`src/rtl/sine_rom_scheduler.sv`:
```
// Shares one synchronous 64-entry sine ROM between two PWM width channels.
// Each channel ticks from its own divider, queues one read, and receives the returned sample.
module sine_rom_scheduler #(
  parameter int ADDR_W = 6,
  parameter int DATA_W = 32,
  parameter int MAX_A  = 1000,
  parameter int MAX_B  = 1000
) (
  input  logic              clk100,
  input  logic              rst,
  input  logic              en,
  input  logic [ADDR_W-1:0] step_a,
  input  logic [ADDR_W-1:0] step_b,
  output logic              rom_en,
  output logic [ADDR_W-1:0] rom_addr,
  input  logic [DATA_W-1:0] rom_data,
  output logic [DATA_W-1:0] width_a,
  output logic [DATA_W-1:0] width_b,
  output logic              valid_a,
  output logic              valid_b,
  output logic              overrun
);

  localparam int CA_W = (MAX_A > 1) ? $clog2(MAX_A) : 1;
  localparam int CB_W = (MAX_B > 1) ? $clog2(MAX_B) : 1;

  logic [CA_W-1:0]   cnt_a;
  logic [CB_W-1:0]   cnt_b;
  logic              tick_a;
  logic              tick_b;
  logic              pend_a;
  logic              pend_b;
  logic              last_b;
  logic [ADDR_W-1:0] phase_a;
  logic [ADDR_W-1:0] phase_b;
  logic [ADDR_W-1:0] addr_hold;
  logic              gnt_a_p0;
  logic              gnt_b_p0;
  logic              vld_p1;
  logic              own_b_p1;

  assign tick_a = en && (cnt_a == CA_W'(MAX_A - 1));
  assign tick_b = en && (cnt_b == CB_W'(MAX_B - 1));

  always_ff @(posedge clk100) begin
    if (rst) begin
      cnt_a <= '0;
      cnt_b <= '0;
    end else if (en) begin
      cnt_a <= tick_a ? '0 : cnt_a + CA_W'(1);
      cnt_b <= tick_b ? '0 : cnt_b + CB_W'(1);
    end
  end

  // Stage p0: round-robin grant from registered requests; last_b=1 lets A win a tie.
  always_comb begin
    gnt_a_p0 = pend_a && (!pend_b || last_b);
    gnt_b_p0 = pend_b && !gnt_a_p0;
    rom_en   = gnt_a_p0 || gnt_b_p0;
    rom_addr = addr_hold;
    if (gnt_a_p0) begin
      rom_addr = phase_a;
    end else if (gnt_b_p0) begin
      rom_addr = phase_b;
    end
  end

  always_ff @(posedge clk100) begin
    if (rst) begin
      pend_a    <= 1'b0;
      pend_b    <= 1'b0;
      last_b    <= 1'b1;
      overrun   <= 1'b0;
      phase_a   <= '0;
      phase_b   <= '0;
      addr_hold <= '0;
    end else begin
      // A tick coinciding with its own grant re-arms the request instead of overrunning.
      pend_a <= tick_a || (pend_a && !gnt_a_p0);
      pend_b <= tick_b || (pend_b && !gnt_b_p0);
      if ((tick_a && pend_a && !gnt_a_p0) || (tick_b && pend_b && !gnt_b_p0)) begin
        overrun <= 1'b1;
      end
      if (gnt_a_p0) begin
        phase_a <= phase_a + step_a;
      end
      if (gnt_b_p0) begin
        phase_b <= phase_b + step_b;
      end
      if (rom_en) begin
        last_b    <= gnt_b_p0;
        addr_hold <= rom_addr;
      end
    end
  end

  // Stage p1: ROM word returns; capture into the owning channel.
  always_ff @(posedge clk100) begin
    if (rst) begin
      vld_p1   <= 1'b0;
      own_b_p1 <= 1'b0;
    end else begin
      vld_p1   <= rom_en;
      own_b_p1 <= gnt_b_p0;
    end
  end

  // Stage p2: width registers and one-cycle update strobes.
  always_ff @(posedge clk100) begin
    if (rst) begin
      width_a <= '0;
      width_b <= '0;
      valid_a <= 1'b0;
      valid_b <= 1'b0;
    end else begin
      valid_a <= vld_p1 && !own_b_p1;
      valid_b <= vld_p1 && own_b_p1;
      if (vld_p1 && !own_b_p1) begin
        width_a <= rom_data;
      end
      if (vld_p1 && own_b_p1) begin
        width_b <= rom_data;
      end
    end
  end

endmodule

```
`config.mk`:
```
export PLATFORM = sky130hd
export DESIGN_NAME = sine_rom_scheduler
export DESIGN_NICKNAME = d
export VERILOG_FILES = /design/src/rtl/sine_rom_scheduler.sv
export SDC_FILE = /design/constraint.sdc
export NUM_CORES = 1
export LEC_CHECK = 0
export CAP_MARGIN = 20
export CELL_PAD_IN_SITES_DETAIL_PLACEMENT = 1
export CELL_PAD_IN_SITES_GLOBAL_PLACEMENT = 2
export CORE_AREA = 2 2 138 140
export CTS_CLUSTER_DIAMETER = 120
export DETAILED_ROUTE_END_ITERATION = 7
export DIE_AREA = 0 0 140 142
export PLACE_DENSITY = 0.79
export SYNTH_ARGS = -nofsm -noshare
export SYNTH_HDL_FRONTEND = slang
export SYNTH_SLANG_ARGS = --single-unit
```
`constraint.sdc`:
```
create_clock -name clk100 -period 1.65 [get_ports clk100]
set_input_delay 0.165 -clock clk100 [delete_from_list [all_inputs] [get_ports clk100]]
set_output_delay 0.165 -clock clk100 [all_outputs]
set_load 0.02 [all_outputs]
```
==> impl_metrics.json, run 1 <==
{
  "first_pass_iters": 7,
  "cts-root-buf": "clkbuf_16",
  "drive_gt1_share_pct": 20.6,
  "report.final.slew_viol_count": 0,
  "clockBufferDepth": 2,
  "setup.worst_path.class": "register to register",
  "violations": "design-rule violations",
  "power_density_nw_per_um2": 747,
  "grt_max_degree": 55,
  "synth_top_cell_area_share_pct": 48.4,
  "syn_area_um2": 4550,
  "die_area_um2": 19900,
  "area_delta_synth_final_pct": 55.2,
  "critical_path_required_ns": 1.89,
  "grt_pass1_wl_um": 24000,
  "die_x_um": 140,
  "clk_latency_ns": 0.36,
  "ir_worst_vdd_mv": 0.445,
  "synth_most_common_cell": "nand2_1",
  "yosysTopAreaCell": "dfxtp_1",
  "yosysWarnings": 0,
  "syn_area_per_cell_um2": 8.28,
  "dr_total_vias": 4406,
  "start_util_pct": 24.6,
  "vias_per_cell": 4.64,
  "startpoint_type": "register",
  "antenna_found_initial": 0,
  "routed_wl_um": 15000,
  "worstPathArrival_ns": 1.89,
  "cts_tree": "yes",
  "port_buffers": 120,
  "postRouteAntennaNets": 0,
  "drv_cap": 0,
  "rsz0062_at_grt": "yes",
  "critPathLaunch": "phase_a[4]$_SDFFE_PP0P_",
  "worst_pin_slew_ns": 0.575,
  "nets": 771,
  "synth_edf_count": 0,
  "hold_start": "rst",
  "place_hpwl_um": 10500,
  "maxSlewHeadroom_pct": 61.7,
  "crit_path_end_kind": "register",
  "synthCells": 549,
  "cts_hold_buf": 0,
  "synth_common_cells": "nand2_1, dfxtp_1, a21oi_1",
  "ys_ff_latch": 110,
  "post-route-min-period_ns": 1.64,
  "htree_levels": 3,
  "die_h_um": 142,
  "post-route-period-util_pct": 99.6,
  "cts_buffers": 9,
  "synthArstFlopShare_pct": 0,
  "total_power_w": 0.00527,
  "finalSetupViolCount": 0,
  "io-pin-count": 121,
  "cp_max_fo": 3,
  "clock.fmax_mhz": 609,
  "wl_per_cell_um": 15.8,
  "syn-num-nets": 610,
  "fp-row-count": 50,
  "drc_errors": 6,
  "drt_iter0_drc": 138,
  "finClkSkew_ns": 0.00797,
  "synth-seq-area-share_pct": 48.4,
  "regToRegStartpoint": "phase_a[4]$_SDFFE_PP0P_",
  "synth_flop_cell": "dfxtp_1",
  "utilization_pct": 38.3,
  "hold_path.class": "input port to register",
  "n_antenna_cell": 0,
  "first_global_vias": 4834,
  "grt_usage_pct": 15.1,
  "final_hold_viol_count": 0,
  "gp_congestion": 0.852,
  "synthTopCellsByArea": "dfxtp_1, nand2_1, a21oi_1, ha_1, nor2_1",
  "netlist-cell-type-count": 48,
  "clk_pin_slew_ns": 0.07,
  "status": "finished, violations left",
  "power_leakage_nw": 2.49,
  "overflow": 0,
  "core_um2": 18500,
  "cts_num_sinks": 110
}
layout by cell type (no fill, tap or decap), drive strengths merged, types with 2 or more instances in the layout:
master	instances
nand2	149
clkdlybuf4s50	112
dfxtp	110
a21oi	83
buf	69
nor2	39
nand2b	13
xnor2	12
ha	12
clkbuf	9
nand3	8
nand4	7
nor3	7
xor2	7
inv	7
a2111oi	6
nor2b	6
mux2i	6
a211oi	5
nor3b	5
nand3b	4
o21ai	4
a21o	3
and2	2
or4	2
o31ai	2
o311ai	2
fa	2
or2	2
a31o	2
o21ba	2
and3b	2
clkinv	2
metal layers:
metal  share of wire [%]  global-route usage [%]
met3                 3.0                    2.69
met1                  43                    17.6
met2                  52                    27.7
met4                 1.6                    5.21
met5                   0                       0
worst max-delay path, cell delays in order, from the launching register on:
cell and delay [ns]:
dfxtp_2 0.35, ha_4 0.20, and3b_2 0.21, o311ai_4 0.30, o311ai_4 0.15, mux2_4 0.31
through the flow:
step	instances	TNS (ns)	hold slack (ns)	cell area [um^2]	setup slack, ns
2_1_floorplan	549	-0.0134	0.301	4570	-0.0134
3_3_place_gp	930	-4.83	0.443	6430	-0.364
3_5_place_dp	930	-6.31	0.451	6430	-0.384
4_1_cts	949	-0.000568	0.284	6870	-0.000568
5_1_grt	949	-0.188	0.313	7060	-0.0496
6_report	949	0	0.291	7060	0.00728
path summary, 6_finish.rpt:
path | end | slack [ns] | depth (start not counted)
worst max-delay path | phase_a[5]$_SDFFE_PP0P_ | 0.007 | 5
worst min-delay path | cnt_a[2]$_SDFFE_PP0P_ | 0.29 | 2
worst min register to register | width_b[20]$_SDFFE_PP0P_ | 0.45 | 2
worst max register to register | phase_a[5]$_SDFFE_PP0P_ | 0.007 | 5
sequential cells by signal, indices dropped and copies added, names as in the netlist:
| register | count |
|---|---|
| overrun | 1 |
| valid_b | 1 |
| cnt_b | 10 |
| width_a | 32 |
| width_b | 32 |
| last_b | 1 |
| addr_hold | 6 |
| pend_a | 1 |
| pend_b | 1 |
| vld_p1 | 1 |
| valid_a | 1 |
| own_b_p1 | 1 |
| phase_b | 6 |
| phase_a | 6 |
| cnt_a | 10 |
layout make-up:
type	instances	area (um^2)
Inverter	3	11.3
Fill cell	2112	11400
Sequential cell	110	2220
Clock buffer	9	225
Clock inverter	7	88.8
Tap cell	234	293
Timing Repair Buffer	182	1740
Multi-Input combinational cell	404	2490
cell families (layout without fill, tap and decap cells):
| family | count (synthesis) | after routing | synth area share, % |
|---|---|---|---|
| mux | 7 | 7 | 1.57 |
| xor+xnor | 19 | 19 | 3.66 |
| buf+inv | 35 | 201 | 3.14 |
| fa+ha+maj | 14 | 14 | 4.18 |
| simple gates | 249 | 249 | 24.1 |
| flops | 110 | 110 | 48.4 |
| compound gates | 115 | 115 | 14.9 |
what timing repair did:
action / in CTS / in global routing
pin swaps: 9 / 4
endpoints found under the hold margin: 0 / 0
gates resized for setup: 58 / 40
cloned: 1 / 0
buffers inserted: 2 / 0
setup endpoints to repair: 21 / 21
report_power, final:
group	internal, W	total (W)	switching (W)
Combinational	0.000167	0.000299	0.000132
Sequential	0.00266	0.00266	0.00000418
Clock	0.00122	0.00231	0.00109
Total	0.00404	0.00527	0.00123
No activity file was read; power rests on OpenSTA's default activity.
==> run 2, diff against run 1 <==
--- a/config.mk
+++ b/config.mk
@@ -15,2 +15,3 @@
 export PLACE_DENSITY = 0.79
+export SLEW_MARGIN = 30
 export SYNTH_ARGS = -nofsm -noshare
--- a/constraint.sdc
+++ b/constraint.sdc
@@ -3,2 +3,2 @@
 set_output_delay 0.165 -clock clk100 [all_outputs]
-set_load 0.02 [all_outputs]
+set_load 0.05 [all_outputs]
==> run 2 against run 1 <==
Net effect:
- largest power group unchanged
- the run ends with design-rule violations, negative setup slack left
- design area rose by 1.4%
- highest routed layer unchanged
- die area did not move
- cell count did not move
- flip-flop and latch count did not move
- first-iteration DRC count rose by 2.9%
- total power rose by 3.3%
- utilization rose by 0.53 points
- non-clock buffer count did not move
- critical path depth rose by 1
- register-to-register slack got worse by 0.04 ns
- count of clock-buffer cells in the layout rose by 1
- sequential share of layout area fell by 0.46 points
==> impl_metrics.json, run 2 (synthesized netlist as in run 1, its figures left out) <==
{
  "status": "finished, violations left",
  "violations": "design-rule violations, negative setup slack",
  "hold_slack_ns": 0.268,
  "dr_total_vias": 4372,
  "hold_path.class": "input port to register",
  "report.final.slew_viol_count": 0,
  "grt_usage_pct": 14.7,
  "clockBufferDepth": 2,
  "antenna_found_initial": 0,
  "final_hold_viol_count": 0,
  "place_area_um2": 6340,
  "io-pin-count": 121,
  "setup.worst_path.class": "register to register",
  "first_pass_iters": 8,
  "cp_max_fo": 2,
  "vias_per_cell": 4.61,
  "fin_area_um2": 7160,
  "drc_errors": 8,
  "port_buffers": 120,
  "drt_iter0_drc": 142,
  "worst_pin_slew_ns": 0.628,
  "ir_worst_vdd_mv": 0.448,
  "post-route-period-util_pct": 102,
  "finClkSkew_ns": 0.00464,
  "hold_depth": 2,
  "crit_path_end_kind": "register",
  "r2r_end": "phase_b[5]$_SDFFE_PP0P_",
  "core_um2": 18500,
  "grt_pass1_wl_um": 23500,
  "finalWorstSetupSlack_ns": -0.0318,
  "fill_cells": 2127,
  "drive_gt1_share_pct": 28.0,
  "drv_cap": 0,
  "maxSlewHeadroom_pct": 57.1,
  "reg2reg_slack_ns": -0.03,
  "rsz0062_at_grt": "yes",
  "worstPathArrival_ns": 1.97,
  "min_to": "cnt_a[2]$_SDFFE_PP0P_",
  "clk_latency_ns": 0.35,
  "die_h_um": 142,
  "fp-row-count": 50,
  "wl_per_cell_um": 15.6,
  "startpoint_type": "register",
  "gp_congestion": 0.901,
  "layout_common_cells": "nand2_1, buf_4, dfxtp_1",
  "finalSetupViolCount": 1,
  "cts-root-buf": "clkbuf_16",
  "overflow": 0,
  "cts_tree": "yes",
  "critical_path_required_ns": 1.94,
  "r2r_cells": 6,
  "hold_start": "rst",
  "top_regs": "width_a x32, width_b x32",
  "power_leakage_nw": 2.73,
  "cts_buffers": 9,
  "first_global_vias": 4654,
  "clock.fmax_mhz": 595,
  "die_area_um2": 19900,
  "postRouteAntennaNets": 0,
  "start_util_pct": 24.6,
  "htree_levels": 3,
  "die_x_um": 140,
  "regToRegStartpoint": "phase_b[1]$_SDFFE_PP0P_",
  "routed_wl_um": 14800,
  "place_hpwl_um": 10300,
  "post-route-min-period_ns": 1.68,
  "grt_max_degree": 46,
  "final_common_cell": "nand2_1",
  "cts_num_sinks": 110,
  "n_antenna_cell": 0,
  "nets": 771,
  "area_delta_synth_final_pct": 57.4,
  "power_density_nw_per_um2": 761,
  "clk_pin_slew_ns": 0.08
}
-- run 2: cell count changes in the layout (fill, tap and decap cells not counted), sizes merged --
cell           previous run  this run
buf                      69       121
bufinv                    1         2
clkbuf                    9        11
clkdlybuf4s50           112        45
clkinv                    2         0
dlygate4sd2               0        14
-- run 2: metrics by stage --
stage	utilization [%]	TNS [ns]	instances	total power (W)	setup slack, ns
floorplan	-	-0.509	549	0.00281	-0.0826
global placement	34.4	-4.46	926	0.00299	-0.330
detailed placement	34.4	-5.51	926	0.00300	-0.394
CTS	37.6	-0.0385	945	0.00553	-0.0237
global route	38.8	-0.257	949	0.00567	-0.116
finish	38.8	-0.0318	949	0.00545	-0.0318
-- run 2: area by class of cell --
| class | count | area (um^2) | area share (%) |
|---|---|---|---|
| Timing Repair Buffer | 182 | 1710 | 23.9 |
| Multi-Input combinational cell | 404 | 2590 | 36.2 |
| Clock buffer | 10 | 239 | 3.34 |
| Inverter | 3 | 11.3 | 0.157 |
| Clock inverter | 6 | 100 | 1.40 |
| Sequential cell | 110 | 2210 | 30.9 |
| Tap cell | 234 | 293 | 4.09 |
-- run 2: routing by layer --
| metal | vias to the layer above | track usage (%) | share of wire [%] |
|---|---|---|---|
| met5 | - | 0 | 0 |
| met4 | 0 | 5.64 | 2.2 |
| met3 | 21 | 2.39 | 3.4 |
| met1 | 2102 | 17.7 | 44 |
| met2 | 76 | 26.3 | 51 |
| li1 | 2173 | - | - |
-- run 2: worst max-delay path by stage --
stage | from | to | slack (ns) | depth (start not counted)
floorplan | last_b$_SDFFE_PP1P_ | rom_addr[0] | -0.08 | 5
global placement | step_a[4] | phase_a[5]$_SDFFE_PP0P_ | -0.33 | 6
detailed placement | step_a[4] | phase_a[5]$_SDFFE_PP0P_ | -0.39 | 6
CTS | phase_b[1]$_SDFFE_PP0P_ | phase_b[5]$_SDFFE_PP0P_ | -0.02 | 6
global route | phase_b[1]$_SDFFE_PP0P_ | phase_b[5]$_SDFFE_PP0P_ | -0.12 | 6
finish | phase_b[1]$_SDFFE_PP0P_ | phase_b[5]$_SDFFE_PP0P_ | -0.03 | 6
-- run 2: critical path, cell delays in order, from the launching register on --
cell	delay, ns
dfxtp_1	0.33
ha_1	0.32
a211oi_2	0.33
buf_4	0.17
o211ai_1	0.11
a31o_1	0.24
a21oi_2	0.12
-- run 2: power breakdown --
group | internal, W | switching (W)
clock network | 0.00141 | 0.00109
registers | 0.00266 | 0.00000440
logic | 0.000164 | 0.000126
total | 0.00423 | 0.00122
-- run 2: timing repair --
item	4_1_cts	5_1_grt
hold buffers	0	0
pin swaps	8	6
cloned	2	1
setup buffers	2	3
gates resized for setup	61	30
endpoints found under the setup margin	32	16
==> run 3, diff against run 2 <==
- GPL_TIMING_DRIVEN: not set -> 0
- REMOVE_ABC_BUFFERS: not set -> 1
==> run 3 against run 2 <==
Net effect:
- the flow finishes with violations (design-rule violations)
- utilization is 2.7 points lower
- die area unchanged
- first-iteration DRC count is 18% higher
- global-route usage decreased by 0.85 points
- design area decreased by 7.0%
- clock skew barely moved
- register-to-register slack better by 0.05 ns
- critical path depth fell by 1
- setup slack better by 0.046 ns
- combinational power decreased by 6.9%
==> impl_metrics.json, run 3 (synthesized netlist as in run 1, its figures left out) <==
{
  "r2r_cells": 5,
  "post-place-ws_ns": -1.12,
  "core_um2": 18500,
  "first_pass_iters": 6,
  "top_regs": "width_a x32, width_b x32",
  "path_cells": "ha_4, a211oi_4, or4b_4, a31o_1, a21oi_2",
  "cts_tree": "yes",
  "worst_pin_slew_ns": 0.721,
  "io-pin-count": 121,
  "finalSetupViolCount": 0,
  "utilization_pct": 36.1,
  "cts_buffers": 9,
  "post-route-period-util_pct": 99.1,
  "power_leakage_nw": 2.57,
  "min_to": "valid_b$_SDFF_PP0_",
  "final_hold_viol_count": 0,
  "maxSlewHeadroom_pct": 51.7,
  "grt_max_degree": 67,
  "htree_levels": 3,
  "hold_depth": 2,
  "status": "finished, violations left",
  "drive_gt1_share_pct": 15.6,
  "drc_errors": 20,
  "cp_num_buf_inv": 0,
  "regToRegStartpoint": "phase_b[1]$_SDFFE_PP0P_",
  "port_buffers": 120,
  "r2r_end": "phase_b[5]$_SDFFE_PP0P_",
  "die_x_um": 140,
  "worstPathArrival_ns": 1.93,
  "power_density_nw_per_um2": 756,
  "start_util_pct": 24.6,
  "finalWorstSetupSlack_ns": 0.0145,
  "die_area_um2": 19900,
  "critical_path_required_ns": 1.94,
  "layout_common_cells": "nand2_1, dfxtp_1, a21oi_1",
  "nets": 721,
  "clockBufferDepth": 2,
  "drt_iter0_drc": 167,
  "critPathTopFamily": "simple AND/OR/NAND/NOR gates",
  "overflow": 0,
  "area_delta_synth_final_pct": 46.4,
  "ir_worst_vdd_mv": 0.378,
  "die_h_um": 142,
  "clock.fmax_mhz": 611,
  "gp_congestion": 0.783,
  "cts-root-buf": "clkbuf_16",
  "violations": "design-rule violations",
  "hold_path.class": "input port to register",
  "rsz0062_at_grt": "yes",
  "fill_cells": 2153,
  "grt_usage_pct": 13.8,
  "reg2reg_slack_ns": 0.01,
  "crit_path_end_kind": "register",
  "place_hpwl_um": 9570,
  "report.final.slew_viol_count": 0,
  "cp_max_fo": 4,
  "max_stage_delay_ns": 0.54,
  "finClkSkew_ns": 0.00499,
  "dr_total_vias": 4181,
  "first_global_vias": 4329,
  "routed_wl_um": 13600,
  "cts_hold_buf": 0,
  "antenna_found_initial": 0,
  "setup.worst_path.class": "register to register",
  "clk_latency_ns": 0.35,
  "cts_num_sinks": 110,
  "fp-row-count": 50,
  "hold_start": "rst",
  "final_common_cell": "nand2_1",
  "grt_pass1_wl_um": 22100,
  "wl_per_cell_um": 15.2,
  "multi_input_area_um2": 2560,
  "n_antenna_cell": 0,
  "post-route-min-period_ns": 1.64,
  "seq_area_um2": 2240,
  "drv_cap": 0,
  "slowest_stage": "or4b_4",
  "vias_per_cell": 4.65,
  "clk_pin_slew_ns": 0.07,
  "startpoint_type": "register",
  "postRouteAntennaNets": 0
}
==> run 3: final cells by class <==
class | instances | share of cell area, %
multi-input cells | 406 | 38.5
inverters | 3 | 0.169
flip-flops and latches | 110 | 33.7
repair buffers | 130 | 18.9
clock inverters | 4 | 0.451
well taps | 234 | 4.40
clock buffers | 12 | 3.85
==> run 3: routing by layer <==
layer | global-route usage [%] | up-vias | part of all wire [%]
li1 | - | 2073 | -
met1 | 16.6 | 1992 | 44
met2 | 24.2 | 101 | 48
met3 | 3.60 | 15 | 6.9
met4 | 4.63 | 0 | 1.4
met5 | 0 | - | 0
==> run 3: metrics by stage <==
stage / hold slack (ns) / area, um^2 / cells / TNS, ns / power, W
after global routing: 0.168 / 6660 / 899 / -0.169 / 0.00527
after global placement: 0.441 / 5910 / 871 / -222.67 / 0.00296
after floorplan: 0.227 / 4420 / 517 / -5.95 / 0.00278
after detailed placement: 0.451 / 6020 / 875 / -21.06 / 0.00297
after CTS: 0.143 / 6490 / 897 / 0 / 0.00513
final: 0.156 / 6660 / 899 / 0 / 0.00504
==> run 3: what timing repair did <==
action / in CTS / in global routing
resized for setup: 163 / 35
setup endpoints to repair: 103 / 22
cloned: 2 / 0
pin swaps: 9 / 13
endpoints found under the hold margin: 0 / 0
buffers inserted: 4 / 2
==> run 3: report_power, final <==
group | internal (W) | switching, W | leakage, nW | total [W]
clock network | 0.00111 | 0.000995 | 0.139 | 0.00211
logic | 0.000152 | 0.000117 | 1.53 | 0.000270
registers | 0.00265 | 0.00000867 | 0.895 | 0.00266
total | 0.00391 | 0.00112 | 2.57 | 0.00504
==> run 3: worst max-delay path by stage <==
stage	startpoint	end	depth (start not counted)
global placement	rst	phase_b[4]$_SDFFE_PP0P_	3
CTS	phase_b[0]$_SDFFE_PP0P_	phase_b[4]$_SDFFE_PP0P_	7
detailed placement	pend_b$_SDFF_PP0_	rom_addr[4]	5
global route	pend_b$_SDFF_PP0_	rom_addr[2]	5
floorplan	pend_b$_SDFF_PP0_	rom_addr[0]	4
finish	phase_b[1]$_SDFFE_PP0P_	phase_b[5]$_SDFFE_PP0P_	5
